--- config.mk ---
export PLATFORM = sky130hd
export DESIGN_NAME = fifo_wr_rr_arbiter
export DESIGN_NICKNAME = d
export VERILOG_FILES = /design/src/rtl/fifo_arb_pkg.sv /design/src/rtl/rr_arb_core.sv /design/src/rtl/fifo_wr_rr_arbiter.sv
export SDC_FILE = /design/constraint.sdc
export NUM_CORES = 1
export LEC_CHECK = 0
export ABC_CLOCK_PERIOD_IN_PS = 1790
export CAP_MARGIN = 10
export CORE_MARGIN = 4
export CORE_UTILIZATION = 37
export DETAILED_ROUTE_END_ITERATION = 8
export PLACE_DENSITY = 0.79
export REMOVE_ABC_BUFFERS = 1
export SETUP_SLACK_MARGIN = 0.2
export SYNTH_ARGS = -nofsm -noshare
export SYNTH_HDL_FRONTEND = slang
export SYNTH_SLANG_ARGS = --single-unit
--- constraint.sdc ---
create_clock -name clock -period 1.79 [get_ports clock]
set_input_delay 0.358 -clock clock [delete_from_list [all_inputs] [get_ports clock]]
set_output_delay 0.358 -clock clock [all_outputs]
set_load 0.02 [all_outputs]
--- src/rtl/fifo_arb_pkg.sv ---
// fifo_arb_pkg: shared types and helpers for the FIFO write/read-side schedulers.
//   arb_state_t : arbiter FSM states (IDLE, XFER)
//   clog2_min1  : $clog2 clamped to at least 1 bit, for index/counter widths
package fifo_arb_pkg;

   typedef enum logic {
      IDLE = 1'b0,
      XFER = 1'b1
   } arb_state_t;

   // Width helper: a single-entry range still needs one bit to hold index 0.
   function automatic int unsigned clog2_min1(input int unsigned n);
      return (n <= 1) ? 1 : $clog2(n);
   endfunction

endpackage

--- src/rtl/rr_arb_core.sv ---
// rr_arb_core: combinational round-robin pick.
//   req : request vector
//   ptr : highest-priority index this round (0..NREQ-1)
//   any : at least one request present
//   idx : first requester found searching ptr, ptr+1, ... mod NREQ
module rr_arb_core
   import fifo_arb_pkg::*;
#(
   parameter  int unsigned NREQ = 4,
   localparam int unsigned IW   = clog2_min1(NREQ)
) (
   input  logic [NREQ-1:0] req,
   input  logic [IW-1:0]   ptr,
   output logic            any,
   output logic [IW-1:0]   idx
);

   localparam logic [IW:0] NREQ_W = (IW+1)'(NREQ);

   logic [2*NREQ-1:0] dbl;
   logic [NREQ-1:0]   rot;
   logic [IW-1:0]     off;
   logic [IW:0]       sum;

   // Rotate so ptr sits at bit 0, priority-encode the lowest set bit, rotate back.
   always_comb begin
      dbl = {req, req} >> ptr;
      rot = dbl[NREQ-1:0];
      any = |req;
      off = '0;
      for (int j = NREQ - 1; j >= 0; j--) begin
         if (rot[IW'(j)]) off = IW'(j);
      end
      sum = {1'b0, off} + {1'b0, ptr};
      idx = (sum >= NREQ_W) ? IW'(sum - NREQ_W) : IW'(sum);
   end

endmodule

--- src/rtl/fifo_wr_rr_arbiter.sv ---
// fifo_wr_rr_arbiter: round-robin sharing of one FIFO write port among NREQ beat streams.
//   clock, rst       : clock, async active-high reset
//   req_vld/data/last: per-requester beat stream (data for i at [i*DSIZE+:DSIZE])
//   req_rdy          : combinational accept, only to the current owner
//   fifo_almost_full : registered almost-full from the FIFO (ALMOST >= 2)
//   fifo_full        : FIFO full
//   fifo_wr_en/data  : registered FIFO write
//   grant_vld/id     : current owner
//   burst_cut        : 1-cycle pulse when MAX_BURST ends a grant before req_last
//   err_ovf          : sticky, write issued while FIFO full
module fifo_wr_rr_arbiter
   import fifo_arb_pkg::*;
#(
   parameter  int unsigned NREQ      = 4,
   parameter  int unsigned DSIZE     = 8,
   parameter  int unsigned MAX_BURST = 16,
   localparam int unsigned IW        = clog2_min1(NREQ)
) (
   input  logic                  clock,
   input  logic                  rst,
   input  logic [NREQ-1:0]       req_vld,
   input  logic [NREQ*DSIZE-1:0] req_data,
   input  logic [NREQ-1:0]       req_last,
   output logic [NREQ-1:0]       req_rdy,
   input  logic                  fifo_almost_full,
   input  logic                  fifo_full,
   output logic                  fifo_wr_en,
   output logic [DSIZE-1:0]      fifo_wr_data,
   output logic                  grant_vld,
   output logic [IW-1:0]         grant_id,
   output logic                  burst_cut,
   output logic                  err_ovf
);

   localparam int unsigned CW = clog2_min1(MAX_BURST + 1);

   arb_state_t       state;
   logic [IW-1:0]    rr_ptr;
   logic [CW-1:0]    beat_cnt;
   logic             arb_any;
   logic [IW-1:0]    arb_idx;
   logic             room;
   logic             sel_vld;
   logic             sel_last;
   logic [DSIZE-1:0] sel_data;
   logic             accept;
   logic             at_limit;
   logic [IW-1:0]    next_ptr;

   rr_arb_core #(.NREQ(NREQ)) u_rr_arb_core (
      .req (req_vld),
      .ptr (rr_ptr),
      .any (arb_any),
      .idx (arb_idx)
   );

   // Almost-full is registered in the FIFO; stopping here leaves room for the one beat in flight.
   assign room = !fifo_almost_full && !fifo_full;

   // Ready only to the owner, only while transferring.
   always_comb begin
      req_rdy = '0;
      if (state == XFER) req_rdy[grant_id] = room;
   end

   // Owner's beat select.
   always_comb begin
      sel_vld  = 1'b0;
      sel_last = 1'b0;
      sel_data = '0;
      for (int unsigned i = 0; i < NREQ; i++) begin
         if (grant_id == IW'(i)) begin
            sel_vld  = req_vld[i];
            sel_last = req_last[i];
            sel_data = req_data[i*DSIZE +: DSIZE];
         end
      end
   end

   assign accept   = (state == XFER) && sel_vld && room;
   assign at_limit = (beat_cnt == CW'(MAX_BURST - 1));
   assign next_ptr = (grant_id == IW'(NREQ - 1)) ? '0 : grant_id + IW'(1);

   // Arbitration FSM, beat counter and registered write stage.
   always_ff @(posedge clock or posedge rst) begin
      if (rst) begin
         state        <= IDLE;
         rr_ptr       <= '0;
         beat_cnt     <= '0;
         fifo_wr_en   <= 1'b0;
         fifo_wr_data <= '0;
         grant_vld    <= 1'b0;
         grant_id     <= '0;
         burst_cut    <= 1'b0;
         err_ovf      <= 1'b0;
      end else begin
         fifo_wr_en <= 1'b0;
         burst_cut  <= 1'b0;
         if (fifo_wr_en && fifo_full) err_ovf <= 1'b1;
         case (state)
            IDLE: begin
               if (arb_any) begin
                  grant_id  <= arb_idx;
                  grant_vld <= 1'b1;
                  beat_cnt  <= '0;
                  state     <= XFER;
               end
            end
            XFER: begin
               if (accept) begin
                  fifo_wr_en   <= 1'b1;
                  fifo_wr_data <= sel_data;
                  beat_cnt     <= beat_cnt + CW'(1);
                  // Packet end releases normally; hitting the burst cap releases with a cut flag.
                  if (sel_last || at_limit) begin
                     state     <= IDLE;
                     grant_vld <= 1'b0;
                     rr_ptr    <= next_ptr;
                     burst_cut <= !sel_last;
                  end
               end
            end
            default: state <= IDLE;
         endcase
      end
   end

endmodule

Word level (Yosys, flattened, before mapping):

Index checks and enable logic that the tools add are counted.

* add/subtract/negate cells: 4
* bitwise gates (word level): 2
* mux-type cells: 35
* shift-type cells: 1
* equality and inequality tests: 7
* reduce and logical (&&, ||, !) cells: 16
* $lt $le $gt $ge: 3

Operators with widths (number)
* $mux W8: 4
* $mux W1: 20
* $mux W5: 2
* $pmux W5 S2: 1
* $mux W2: 4
* $shr A8 B2 Y2: 1
* $reduce_and A2 Y1: 3
* $reduce_and A3 Y1: 2
* $add A5 B1 Y5 const B: 1
* $eq A5 B4 Y1 const B: 1
* $logic_and A1 B1 Y1: 5
* $and A4 B4 Y4: 1
* $eq A2 B2 Y1 const B: 2
* $mux W4: 1
* $ne A2 B1 Y1 const B: 2
* $pmux W1 S2: 2
* $reduce_or A4 Y1: 1
* $add A2 B2 Y3: 1
* $ge A3 B3 Y1 const B: 1
* $logic_not A1 Y1: 3
* $lt A2 B3 Y1 const B: 1
* $add A2 B1 Y2 const B: 1
* $demux W1 S2: 1
* $eq A2 B1 Y1 const B: 1
* other kinds (6): 6

* register bits after elaboration: 22
* word-level logic and storage cells: 77
* bits of input ports: 44

Depth between registers and ports, before layout:

* depth after elaboration: 9
* depth in mapped cells: 8

Hierarchy:

Synthesis repeated with hierarchy kept, for this count alone.

* cells, all modules: 159
* area total of the unflattened synthesis: 1392.6 µm²

By module, submodules not included
* fifo_wr_rr_arbiter: cells each 154, times used 1, seq. area each 550.5 µm², area each 1337.5 µm²
* rr_arb_core: cells each 5, times used 1, seq. area each 0.0 µm², area each 55.1 µm²

Least setup slack after synthesis:

No wires, ideal clock.

* kind: reg2reg
* from: reg grant_id[1]
* to: reg rr_ptr[0]
* data arrival time: 1.939 ns
* clock period less this slack: 2.067 ns
* data required time: 1.663 ns
* setup time: 0.127 ns
* stages on the path, launching flop included: 9
* setup slack: -0.277 ns
* path buffers: 0
* cell sequence: dfrtp_1 > inv_1 > ha_1 > nand3b_1 > a2111oi_2 > a31oi_2 > inv_2 > o21a_4 > mux2_1

* cells in the longest elaborated chain, start to end: 8
* elaborated cells between the ends (all ways): 17
* classes of those cells: 3 x eq/ne; 9 x mux; 5 x reduce/logical

Ends and longest elaborated chain
* from (decl): line fifo_wr_rr_arbiter.sv:30 `output logic [IW-1:0] grant_id,`
* from (signal assigned): line fifo_wr_rr_arbiter.sv:103 `grant_id <= arb_idx;`
* $logic_not A2 Y1: line fifo_wr_rr_arbiter.sv:72 `if (grant_id == IW'(i)) begin`
* $mux W1 (4 in a row): line fifo_wr_rr_arbiter.sv:72
* $logic_and A1 B1 Y1 (2 in a row): line fifo_wr_rr_arbiter.sv:80 `assign accept = (state == XFER) && sel_vld && room;`
* $reduce_and A3 Y1 (no source line)
* to (signal assigned): line fifo_wr_rr_arbiter.sv:118 `rr_ptr <= next_ptr;`
* to (decl): line fifo_wr_rr_arbiter.sv:38 `logic [IW-1:0] rr_ptr;`

Parallel ways exist; a longest one is shown, timed or not.
A chain may end at the register's enable or synchronous reset.

Worst setup path after layout:

Ends and elaborated chain as after synthesis.

==> flow_summary.json <==
{
  "die_width_um": 68.52,
  "hold_path_class": "input pin to async pin",
  "regToRegSetupSlack_ns": -0.20,
  "nets": 303,
  "synth_flop_cell": "dfrtp_1",
  "cpMaxStageDelayCell": "dfrtp_1",
  "peakVddDrop_mv": 0.7404,
  "cp_max_fo": 5,
  "cts_tree": "built",
  "fin_crit_sh": 1.111,
  "async_reset_ff_frac": 1.000,
  "comb_power_share": 0.629,
  "timing.hold.ws_ns": 0.4216,
  "synth_seq_cells": 22,
  "numCtsBuffers": 3,
  "dieArea_um2": 4694,
  "vias": 1510,
  "place.gp.congestion": 0.7366,
  "drive_gt1_frac": 0.2749,
  "root_buffer": "clkbuf_8",
  "grt_overflow": 0,
  "grt_util_all_layers": 0.1900,
  "rsz0062_at_grt": "true",
  "post-route-min-period_ns": 1.989,
  "antenna_found_initial": 0,
  "grt_pass1_wl_um": 6582,
  "area_growth_pct": 79.69,
  "syn_area_um2": 1355,
  "syn_inst": 160,
  "p_clk_frac": 0.135,
  "numClockSinks": 22,
  "hpwl_um": 3026,
  "clock_path_buffers": 2,
  "startpoint_type": "flop",
  "internal_power_mw": 2.122,
  "setup_viol": 18,
  "diodes": 0,
  "io_buffers": 61,
  "fin_skew_ns": 0.006939,
  "drt-initial-drc-count": 56,
  "die_h_um": 68.52,
  "drc": 0,
  "core_um2": 3442,
  "max_cap_viol_count": 0,
  "worstPathArrival_ns": 2.15,
  "finalWirelength_um": 4498,
  "finalHoldViolations": 0,
  "insertion_delay_ns": 0.27,
  "status": "finished, violations left",
  "wl_per_cell_um": 15.14,
  "cts.reportedPaths.clkPinSlew_ns": 0.09,
  "power_density_nw_per_um2": 1444,
  "cts_max_level": 1,
  "ios": 62,
  "p_leak_nw": 1.183,
  "power.switching_mw": 1.393,
  "syn_area_per_cell_um2": 8.469,
  "p_seq_frac": 0.236,
  "max-slew-margin-rel": 0.7786,
  "yosys_warnings": 0,
  "cpMostUsedCell": "inv_2",
  "crit_chain": "inv_2 -> ha_4 -> nand3b_1 -> a2111oi_4 -> a31oi_2 -> inv_2 -> o21a_4 -> mux2_4",
  "initial_core_util": 0.3937,
  "required_ns": 1.95,
  "worstMarginPinSlew_ns": 0.3309,
  "synth.distinct_cells": 30,
  "rows": 21,
  "dr.pass1.iters": 4,
  "endpoint_kind": "flop",
  "max_freq_ghz": 0.5028,
  "p_total_mw": 3.515,
  "ys_seq_area_frac": 0.4063,
  "slew_viol_final": 0,
  "failed_checks": "negative setup slack",
  "avgViaCountPerCell": 5.084,
  "swShare": 0.3963,
  "grt_pass1_vias": 1417,
  "ctsHoldBuffers": 0,
  "slowest_delay_ns": 0.42,
  "fillCellCount": 249,
  "finalWorstSetupSlack_ns": -0.1989,
  "postRouteAntennaNets": 0,
  "grt_max_degree": 28,
  "synth_edf_count": 0,
  "crit_type": "flop to flop"
}
[metal layers]
metal	part of all wire	global-route usage
met1	0.39	0.2118
met2	0.51	0.3528
met3	0.079	0.03404
met4	0.019	0.07444
met5	0	0
[through the flow]
stage	std cells	setup WS, ns	utilization	TNS (ns)	area [um^2]
after floorplan	151	-0.8690	-	-11.30	1320
after global placement	283	-0.4564	0.6321	-7.868	2176
after detailed placement	283	-0.5079	0.6321	-9.020	2176
after CTS	293	-0.1092	0.6874	-0.3538	2366
after global routing	297	-0.2707	0.7074	-2.531	2435
final	297	-0.1989	0.7074	-1.458	2435
[area by class of cell]
type	count	area, um^2	area share
multi-input cells	112	808.3	0.3320
inverters	17	66.31	0.02724
flip-flops and latches	22	551.8	0.2266
repair buffers	96	879.6	0.3613
clock inverters	1	30.03	0.01233
well taps	46	57.56	0.02364
clock buffers	3	41.29	0.01696
[critical path: cells and delay by family, from the launching register on]
family,cells,cell delay (ns)
AO/OA/AOI/OAI,3,0.56
adder cells (fa/ha/maj),1,0.19
buffers and inverters,2,0.20
flip-flops,1,0.42
multiplexers,1,0.30
AND/OR/NAND/NOR,1,0.20
[cells by family (layout without fill, tap and decap cells)]
kind of cell	after synthesis	in the layout	share of synthesized area
xor+xnor	2	2	0.01293
buf+inv	26	117	0.07294
mux	4	4	0.04063
flops	22	22	0.4063
fa+ha+maj	7	7	0.06463
compound gates	57	57	0.2521
simple gates	42	42	0.1505
[Yosys cell counts (2+ instances only)]
cell type	n	area [um^2]
a21o_1	2	15.01
nor2b_1	2	12.51
dfrtp_1	22	550.5
nor2_1	2	7.510
a22oi_1	8	60.06
mux2_1	2	22.52
o21ai_0	25	125.1
nor3b_1	2	15.01
ha_1	7	87.58
nand2_1	21	78.83
and2_1	4	25.02
inv_1	16	60.06
xor2_1	2	17.52
a21oi_1	18	90.09
nand3_1	5	25.02
clkbuf_1	8	30.03
[placed cells by master (no fill, tap or decap), drive strengths merged, types with 2 or more instances in the layout]
| cell type | Yosys | final |
|---|---|---|
| buf | 1 | 39 |
| clkdlybuf4s50 | 0 | 37 |
| o21ai | 25 | 25 |
| dfrtp | 22 | 22 |
| nand2 | 21 | 21 |
| a21oi | 18 | 18 |
| inv | 17 | 17 |
| dlygate4sd2 | 0 | 15 |
| a22oi | 8 | 8 |
| ha | 7 | 7 |
| nand3 | 5 | 5 |
| dlymetal6s2s | 0 | 4 |
| and2 | 4 | 4 |
| clkbuf | 8 | 4 |
| nor2 | 2 | 2 |
| nor3b | 2 | 2 |
| a21o | 2 | 2 |
| xor2 | 2 | 2 |
| mux2 | 2 | 2 |
| nor2b | 2 | 2 |
[sequential cells by signal (all words and copies together), names as in the netlist]
| name | flops |
|---|---|
| fifo_wr_data | 8 |
| rr_ptr | 2 |
| err_ovf | 1 |
| beat_cnt | 5 |
| fifo_wr_en | 1 |
| state | 1 |
| grant_id | 2 |
| burst_cut | 1 |
| grant_vld | 1 |
[power by group through the flow]
stage	clock (mW)	combinational [mW]	sequential, mW
detailed placement	0	1.85	0.821
global route	0.498	2.42	0.852
global placement	0	1.82	0.810
finish	0.474	2.21	0.830
CTS	0.479	2.04	0.825
floorplan	0	0.832	0.951
[what timing repair did]
action,4_1_cts,5_1_grt
cloned,0,0
resized for setup,61,21
pin swaps,5,2
setup buffers,6,4
endpoints found under the setup margin,35,30
[worst paths after layout]
| path | from | to | depth (start not counted) |
|---|---|---|---|
| max | grant_id[1]$_DFFE_PP0P_ | rr_ptr[0]$_DFFE_PP0P_ | 8 |
| min | rst | fifo_wr_data[7]$_DFFE_PP0P_ | 3 |
| max reg2reg | grant_id[1]$_DFFE_PP0P_ | rr_ptr[0]$_DFFE_PP0P_ | 8 |
| min reg2reg | err_ovf$_DFFE_PP0P_ | err_ovf$_DFFE_PP0P_ | 1 |
| max in group asynchronous | rst | grant_id[0]$_DFFE_PP0P_ | 3 |
| min in group clock | err_ovf$_DFFE_PP0P_ | err_ovf$_DFFE_PP0P_ | 1 |
Power figures use the tool's default switching activity.
